===== src/rtl/imm_rotate_encoder.sv =====
// imm_rotate_encoder: iterative search for the smallest rot such that the
// 32-bit constant equals an 8-bit immediate rotated right by 2*rot.
// One candidate rotation is tested per clock. The result is reported as
// {rot, imm8} together with an encodable flag.
module imm_rotate_encoder #(
    parameter int DATA_WIDTH = 32,
    parameter int IMM_WIDTH  = 8,
    parameter int ROT_WIDTH  = 4
) (
    input  logic                           clk,
    input  logic                           rst,
    input  logic                           start,
    input  logic [DATA_WIDTH-1:0]          value,
    output logic                           busy,
    output logic                           done,
    output logic                           valid,
    output logic [ROT_WIDTH+IMM_WIDTH-1:0] shift_operand
);

    typedef enum logic {
        IDLE,
        SEARCH
    } state_t;

    state_t                          state, state_nxt;
    logic [ROT_WIDTH-1:0]            rot_q, rot_nxt;
    logic [DATA_WIDTH-1:0]           cap_q, cap_nxt;
    logic                            done_nxt;
    logic                            valid_nxt;
    logic [ROT_WIDTH+IMM_WIDTH-1:0]  so_nxt;
    logic [DATA_WIDTH-1:0]           cand;
    logic                            fits;
    logic                            last_rot;

    // Rotate left by twice the rot field. A shift by DATA_WIDTH yields zero,
    // so rot=0 degenerates cleanly to the identity.
    function automatic logic [DATA_WIDTH-1:0] rotl2(
        input logic [DATA_WIDTH-1:0] x,
        input logic [ROT_WIDTH-1:0]  r
    );
        logic [ROT_WIDTH:0] sh;
        sh = {r, 1'b0};
        return (x << sh) | (x >> (DATA_WIDTH - int'(sh)));
    endfunction

    // Undoing the right-rotate: the candidate fits when its upper bits are clear.
    always_comb begin
        cand     = rotl2(cap_q, rot_q);
        fits     = ~|cand[DATA_WIDTH-1:IMM_WIDTH];
        last_rot = &rot_q;
    end

    assign busy = (state == SEARCH);

    // Next-state and result logic; results hold unless a search decides.
    always_comb begin
        state_nxt = state;
        rot_nxt   = rot_q;
        cap_nxt   = cap_q;
        done_nxt  = 1'b0;
        valid_nxt = valid;
        so_nxt    = shift_operand;
        case (state)
            IDLE: begin
                if (start) begin
                    cap_nxt   = value;
                    rot_nxt   = '0;
                    state_nxt = SEARCH;
                end
            end
            SEARCH: begin
                if (fits) begin
                    valid_nxt = 1'b1;
                    so_nxt    = {rot_q, cand[IMM_WIDTH-1:0]};
                    done_nxt  = 1'b1;
                    state_nxt = IDLE;
                end else if (last_rot) begin
                    valid_nxt = 1'b0;
                    so_nxt    = '0;
                    done_nxt  = 1'b1;
                    state_nxt = IDLE;
                end else begin
                    rot_nxt = rot_q + 1'b1;
                end
            end
            default: state_nxt = IDLE;
        endcase
    end

    // State, search registers and registered result outputs.
    always_ff @(posedge clk) begin
        if (rst) begin
            state         <= IDLE;
            rot_q         <= '0;
            cap_q         <= '0;
            done          <= 1'b0;
            valid         <= 1'b0;
            shift_operand <= '0;
        end else begin
            state         <= state_nxt;
            rot_q         <= rot_nxt;
            cap_q         <= cap_nxt;
            done          <= done_nxt;
            valid         <= valid_nxt;
            shift_operand <= so_nxt;
        end
    end

endmodule


===== config.mk =====
export PLATFORM = sky130hd
export DESIGN_NAME = imm_rotate_encoder
export DESIGN_NICKNAME = d
export VERILOG_FILES = /design/src/rtl/imm_rotate_encoder.sv
export SDC_FILE = /design/constraint.sdc
export NUM_CORES = 1
export LEC_CHECK = 0
export CAP_MARGIN = 20
export CORE_UTILIZATION = 40
export DETAILED_ROUTE_END_ITERATION = 16
export SLEW_MARGIN = 5
export SYNTH_ARGS = -nofsm -noshare
export SYNTH_HDL_FRONTEND = slang
export SYNTH_SLANG_ARGS = --single-unit

===== constraint.sdc =====
create_clock -name clk -period 3.97 [get_ports clk]
set_input_delay 0.397 -clock clk [delete_from_list [all_inputs] [get_ports clk]]
set_output_delay 0.397 -clock clk [all_outputs]
set_load 0.05 [all_outputs]

======== Word level (Yosys, flattened, before mapping) ========
Index checks and enable logic that the tools add are counted.
word-level totals
  output and inout port bits .............. 15
  logic and storage cells ................. 36
  register bits after elaboration ......... 51
  bits of input ports ..................... 35
cells by class
  equality and inequality tests ........... 4
  reduce and logical (&&, ||, !) cells .... 6
  shift operators ......................... 2
  mux-type cells .......................... 14
  bitwise logic cells ..................... 2
  $add $sub $neg .......................... 2
operators with widths
  kind                 number
  $or 32x32->32        1
  $shl 32x5->32        1
  $shr 32x32->32       1
  $mux 12              2
  $reduce_or 24->1     1
  $mux 4               3
  $pmux 4 s2           1
  $mux 1               7
  $sub 6x5->7 const A  1
  $ne 2x2->1 const B   3
  $add 4x1->4 const B  1
  $reduce_and 2->1     2
  $reduce_and 4->1     1
  $reduce_and 3->1     1
  $ne 2x1->1 const B   1
  $pmux 1 s2           1
  $reduce_or 2->1      1
  $not 1->1            1

======== Longest topological paths before layout ========
  depth in word-level cells ............... 6
  gate-level depth with buffers ........... 14
  mapped depth without buffers ............ 10

======== Least setup slack after synthesis ========
OpenSTA, ideal clock, no wires.
  kind .................................... reg-to-reg
  start point ............................. register rot_q[1]
  end point ............................... register shift_operand[0]
  stages on the path, launching flop included .. 13
  data required time ...................... 3.844 ns
  buffers on the path ..................... 3
  slack ................................... 0.783 ns
  library setup time ...................... 0.126 ns
  clock period less this slack ............ 3.187 ns
  data arrival time ....................... 3.061 ns
  path through ............................ dfxtp_1 -> buf_2 -> clkinv_1 -> ha_1 -> buf_6 -> mux4_4 -> nor4_2 -> a31oi_2 -> nor4_2 -> o211ai_4 -> a31oi_4 -> buf_6 -> o32ai_1
between the ends
  word-level cells in the longest chain between the ends .. 6
  elaborated cells between the ends (all ways) .. 9
  those cells by class .................... add/sub (1); eq/ne (1); shift (2); mux (1); bitwise (1); reduce/logical (3)
RTL lines
  element                            line  RTL
  start, declared                    26    logic [ROT_WIDTH-1:0] rot_q, rot_nxt;
  start signal, assigned             101   rot_q <= rot_nxt;
  $sub 6x5->7                        43    return (x << sh) | (x >> (DATA_WIDTH - int'(sh)));
  $shr 32x32->32                     43
  $or 32x32->32                      43
  $reduce_or 24->1                   49    fits = ~|cand[DATA_WIDTH-1:IMM_WIDTH];
  $ne 2x2->1 (no source line)        n/a
  $reduce_and 2->1 (no source line)  n/a
  end signal, assigned               105   shift_operand <= so_nxt;
  end, declared                      17    output logic [ROT_WIDTH+IMM_WIDTH-1:0] shift_operand
Parallel ways exist; a longest one is shown, timed or not.
A chain may end at the register's enable or synchronous reset.

======== Worst setup path in the final report ========
  start point ............................. register rot_q[0]
  end point ............................... register shift_operand[7]
Same word-level chain as after synthesis.

==> results.txt <==
----------------------------------------------------
[Synthesis]
  Prevailing post-synth register cell ... sky130_fd_sc_hd__dfxtp_1
  Gate Count Post-Synth ... 432
  Net count of the mapped netlist ... 469
  Number of register bits inferred by synthesis ... 51
  Number of distinct standard cells referenced by the synthesized netlist ... 61
  Syn Std Cell Area ... around 3800 µm²
  Fraction of the yosys area taken by sequential cells ... 26.68%
  Fraction of registers with async set/reset ... 0%
  Number of enable-type register cells in the synthesized netlist ... 0
  Post-Synthesis Mean Instance Area ... 8.860 µm²
  Synthesis Warnings ... 0

[Worst setup path]
  CP max FO ... 16
  Critical path arrival ... 3.51 ns
  Required time of the critical path ... 4.15 ns
  Worst setup SP type ... register
  Type of the worst setup path ... register to register
  Crit path capture type ... register

[Global route]
  Vias in the first global route ... 3,146
  Grt ovf ... 0
  Maximum number of pins on one net before global-route repair ... 77
  Global Route Usage Sum ... 21.35%
  Number of antenna violations at the first check in global routing ... 0
  First-pass GRT wire length ... 16,720 µm

[Final layout]
  Non-Filler Cell Area, Final ... ~4400 µm²
  Seq. cell area ... 1022 µm²
  End-of-flow core utilization ... about half
  Share of post-route cells with drive strength above 1 ... 14.07%
  Syn-to-layout area delta ... 16.25%
  Total area of multi-input combinational cells ... 2484 µm²
  Number of antenna cells inserted ... 0
  Fill cells ... between 900 and 1,000
  Final #Nets ... 491

[CTS]
  TritonCTS clock tree ... yes
  Number of buffers added by the clock tree synthesis step ... 5
  Setup repair bufs after CTS ... 0
  Maximum level of the CTS H-tree ... 2
  Deepest clock path buffer count ... 2
  Clock latency on the worst-skew pair ... 0.32 ns
  Number of gates given a new drive strength after cts ... 0
  Root Buffer ... sky130_fd_sc_hd__clkbuf_8
  Hold-fix buffer count after cts ... 0
  Clk slew on worst S/H paths ... 0.11 ns
  Clock sink count ... 51

[Power]
  Total design power ... around 1.4 mW
  Switching Share ... 33.65%
  Leakage power total ... 1.454 nW
  Part of the power in combinational logic ... 32.9%
  Fraction of power consumed by the clock network ... 26.7%
  Peak supply drop ... 0.0001474 V
  Part of the power in registers ... 40.5%
  PwrDens ... 324.7 nW/µm²
  Internal power summed over all cells ... 958.4 µW
  Net switching power ... 486.1 µW

[Run status]
  Result of the run ... completed

[Floorplanning]
  Die W ... 99.82 µm
  Rows ... 35
  Chip height ... 99.82 µm
  Area enclosed by the die boundary ... 9964 µm²
  Starting utilization of the core area ... 41.42%
  CORE AREA ... a little over 9000 µm²
  Boundary pin count ... 50

[Drt]
  Routed length per instance ... 17.15 µm
  Routed vias/inst ... roughly 5.9
  Total length of routed wires ... 10,010 µm
  Detailed Routing Iterations Pass 1 ... 4
  Number of design-rule violations left by the first detailed-router iteration ... between 300 and 400
  Total number of vias ... 3,464
  DRC violations left ... 0
  Antenna-violating nets left ... 0

[Min path]
  Type of the most critical hold path ... register to register

[Place]
  Gp weighted congestion ... 0.9407
  Placed cell area ... 4333 µm²
  Input/output buffers ... 49
  Hpwl dp ... 7286 µm

[Timing]
  Worst Hold Slack ... approximately 0.45 ns
  Number of hold violations in the final report ... 0
  RSZ-0062 raised after global routing ... no
  Post-Route Setup TNS ... 0 ns
  Worst Max-Slew Pin Slew ... 0.8244 ns
  Setup-failing EPs final ... 0
  Timing-limited maximum frequency ... ~300 MHz
  Final critical path time including I/O delays and setup ... 3.333 ns
  Crit share post-route ... between 80% and 90%
  Number of pins with negative max-slew slack in the final report ... 0
  Max_slew headroom ... 44.85%
  Post-route clock skew ... 0.01021 ns

[Run]
  Max-capacitance violation count ... 0

----------------------------------------------------
## through the flow
stage,std cells,setup slack (ns)
final,584,0.6368
after global routing,584,0.4187
after CTS,584,0.6429
after detailed placement,576,0.6657
after global placement,575,0.7524
after floorplan,432,0.7826
## critical path, stage by stage, from the launching register on
cell	delay, ns
sky130_fd_sc_hd__dfxtp_2	0.37
sky130_fd_sc_hd__inv_2	0.09
sky130_fd_sc_hd__ha_1	0.55
sky130_fd_sc_hd__buf_4	0.31
sky130_fd_sc_hd__mux4_2	0.34
sky130_fd_sc_hd__nor4_1	0.29
sky130_fd_sc_hd__nand4b_1	0.18
sky130_fd_sc_hd__nor4_2	0.27
sky130_fd_sc_hd__o211ai_4	0.22
sky130_fd_sc_hd__a31oi_4	0.39
sky130_fd_sc_hd__o32ai_1	0.17
## state kept, by name, summed over array words and instances (netlist names)
signal,flops
done,1
valid,1
rot_q,4
cap_q,32
busy,1
shift_operand,12
## cells by family after synthesis
logic type	share of synthesized area, %
xor+xnor	0.9155
compound gates	20.73
mux	22.92
fa+ha+maj	0.6537
buf+inv	8.499
flops	26.68
simple gates	19.61
## synth_stat cells (all sizes together) (6+ instances only)
master   count  area [µm²]
inv         17       63.81
o2bb2ai      6       52.55
o32ai        7       61.31
nor2b       10       62.56
nor4        12       87.58
buf         18       158.9
a21oi       44       220.2
mux2i        8       80.08
a22oi        6       45.04
clkbuf      26       98.84
o21ai       12       67.57
nor3b        6       45.04
dfxtp       51        1021
nand2       82       307.8
mux4        32       752.0
nor3        10       55.05
nor2        24       92.59
o211ai      10       88.83
## power by group through the flow
stage	clock, mW	sequential (mW)	combinational, mW
after floorplan	0	0.573	0.379
after global placement	0	0.596	0.464
after detailed placement	0	0.597	0.473
after CTS	0.396	0.584	0.474
after global routing	0.419	0.592	0.516
final	0.385	0.585	0.475
## cell usage in the layout (no fill, tap or decap), drive strengths merged, types with 3 or more instances in the layout
master	n
a22oi	6
nor2b	10
mux2i	8
a211oi	4
nor3	10
buf	10
nor4	12
nor3b	6
o21ai	12
nand3	3
mux2	4
o32ai	7
clkbuf	5
mux4	32
o211ai	10
nand2	82
clkdlybuf4s50	49
a31oi	5
nor2	24
inv	18
a21oi	44
dfxtp	51
o2bb2ai	6
nand4	3
## worst paths after layout
kind / startpoint / to / slack [ns] / cells past startpoint
hold / removal: shift_operand[11] / shift_operand[11] / 0.45 / 2
hold reg to reg: shift_operand[11] / shift_operand[11] / 0.45 / 2
setup reg to reg: rot_q[0] / shift_operand[7] / 0.64 / 10
setup / recovery: rot_q[0] / shift_operand[7] / 0.64 / 10
## layout make-up
| class | count | area share [%] |
|---|---|---|
| multi-input cells | 319 | 55.82 |
| flip-flops and latches | 51 | 22.98 |
| repair buffers | 59 | 13.44 |
| well taps | 129 | 3.628 |
| clock buffers | 5 | 1.547 |
| inverters | 18 | 1.519 |
| clock inverters | 3 | 1.069 |
## routing by layer
metal  global-route usage, %  part of all wire, %  up-vias
met5                       0                    0        -
met4                   6.787                  1.8        0
met3                   2.716                  4.1       15
met2                   34.85                   49       83
met1                   29.45                   45     1720
li1                        -                    -     1646
(Power assumes the default switching activity.)
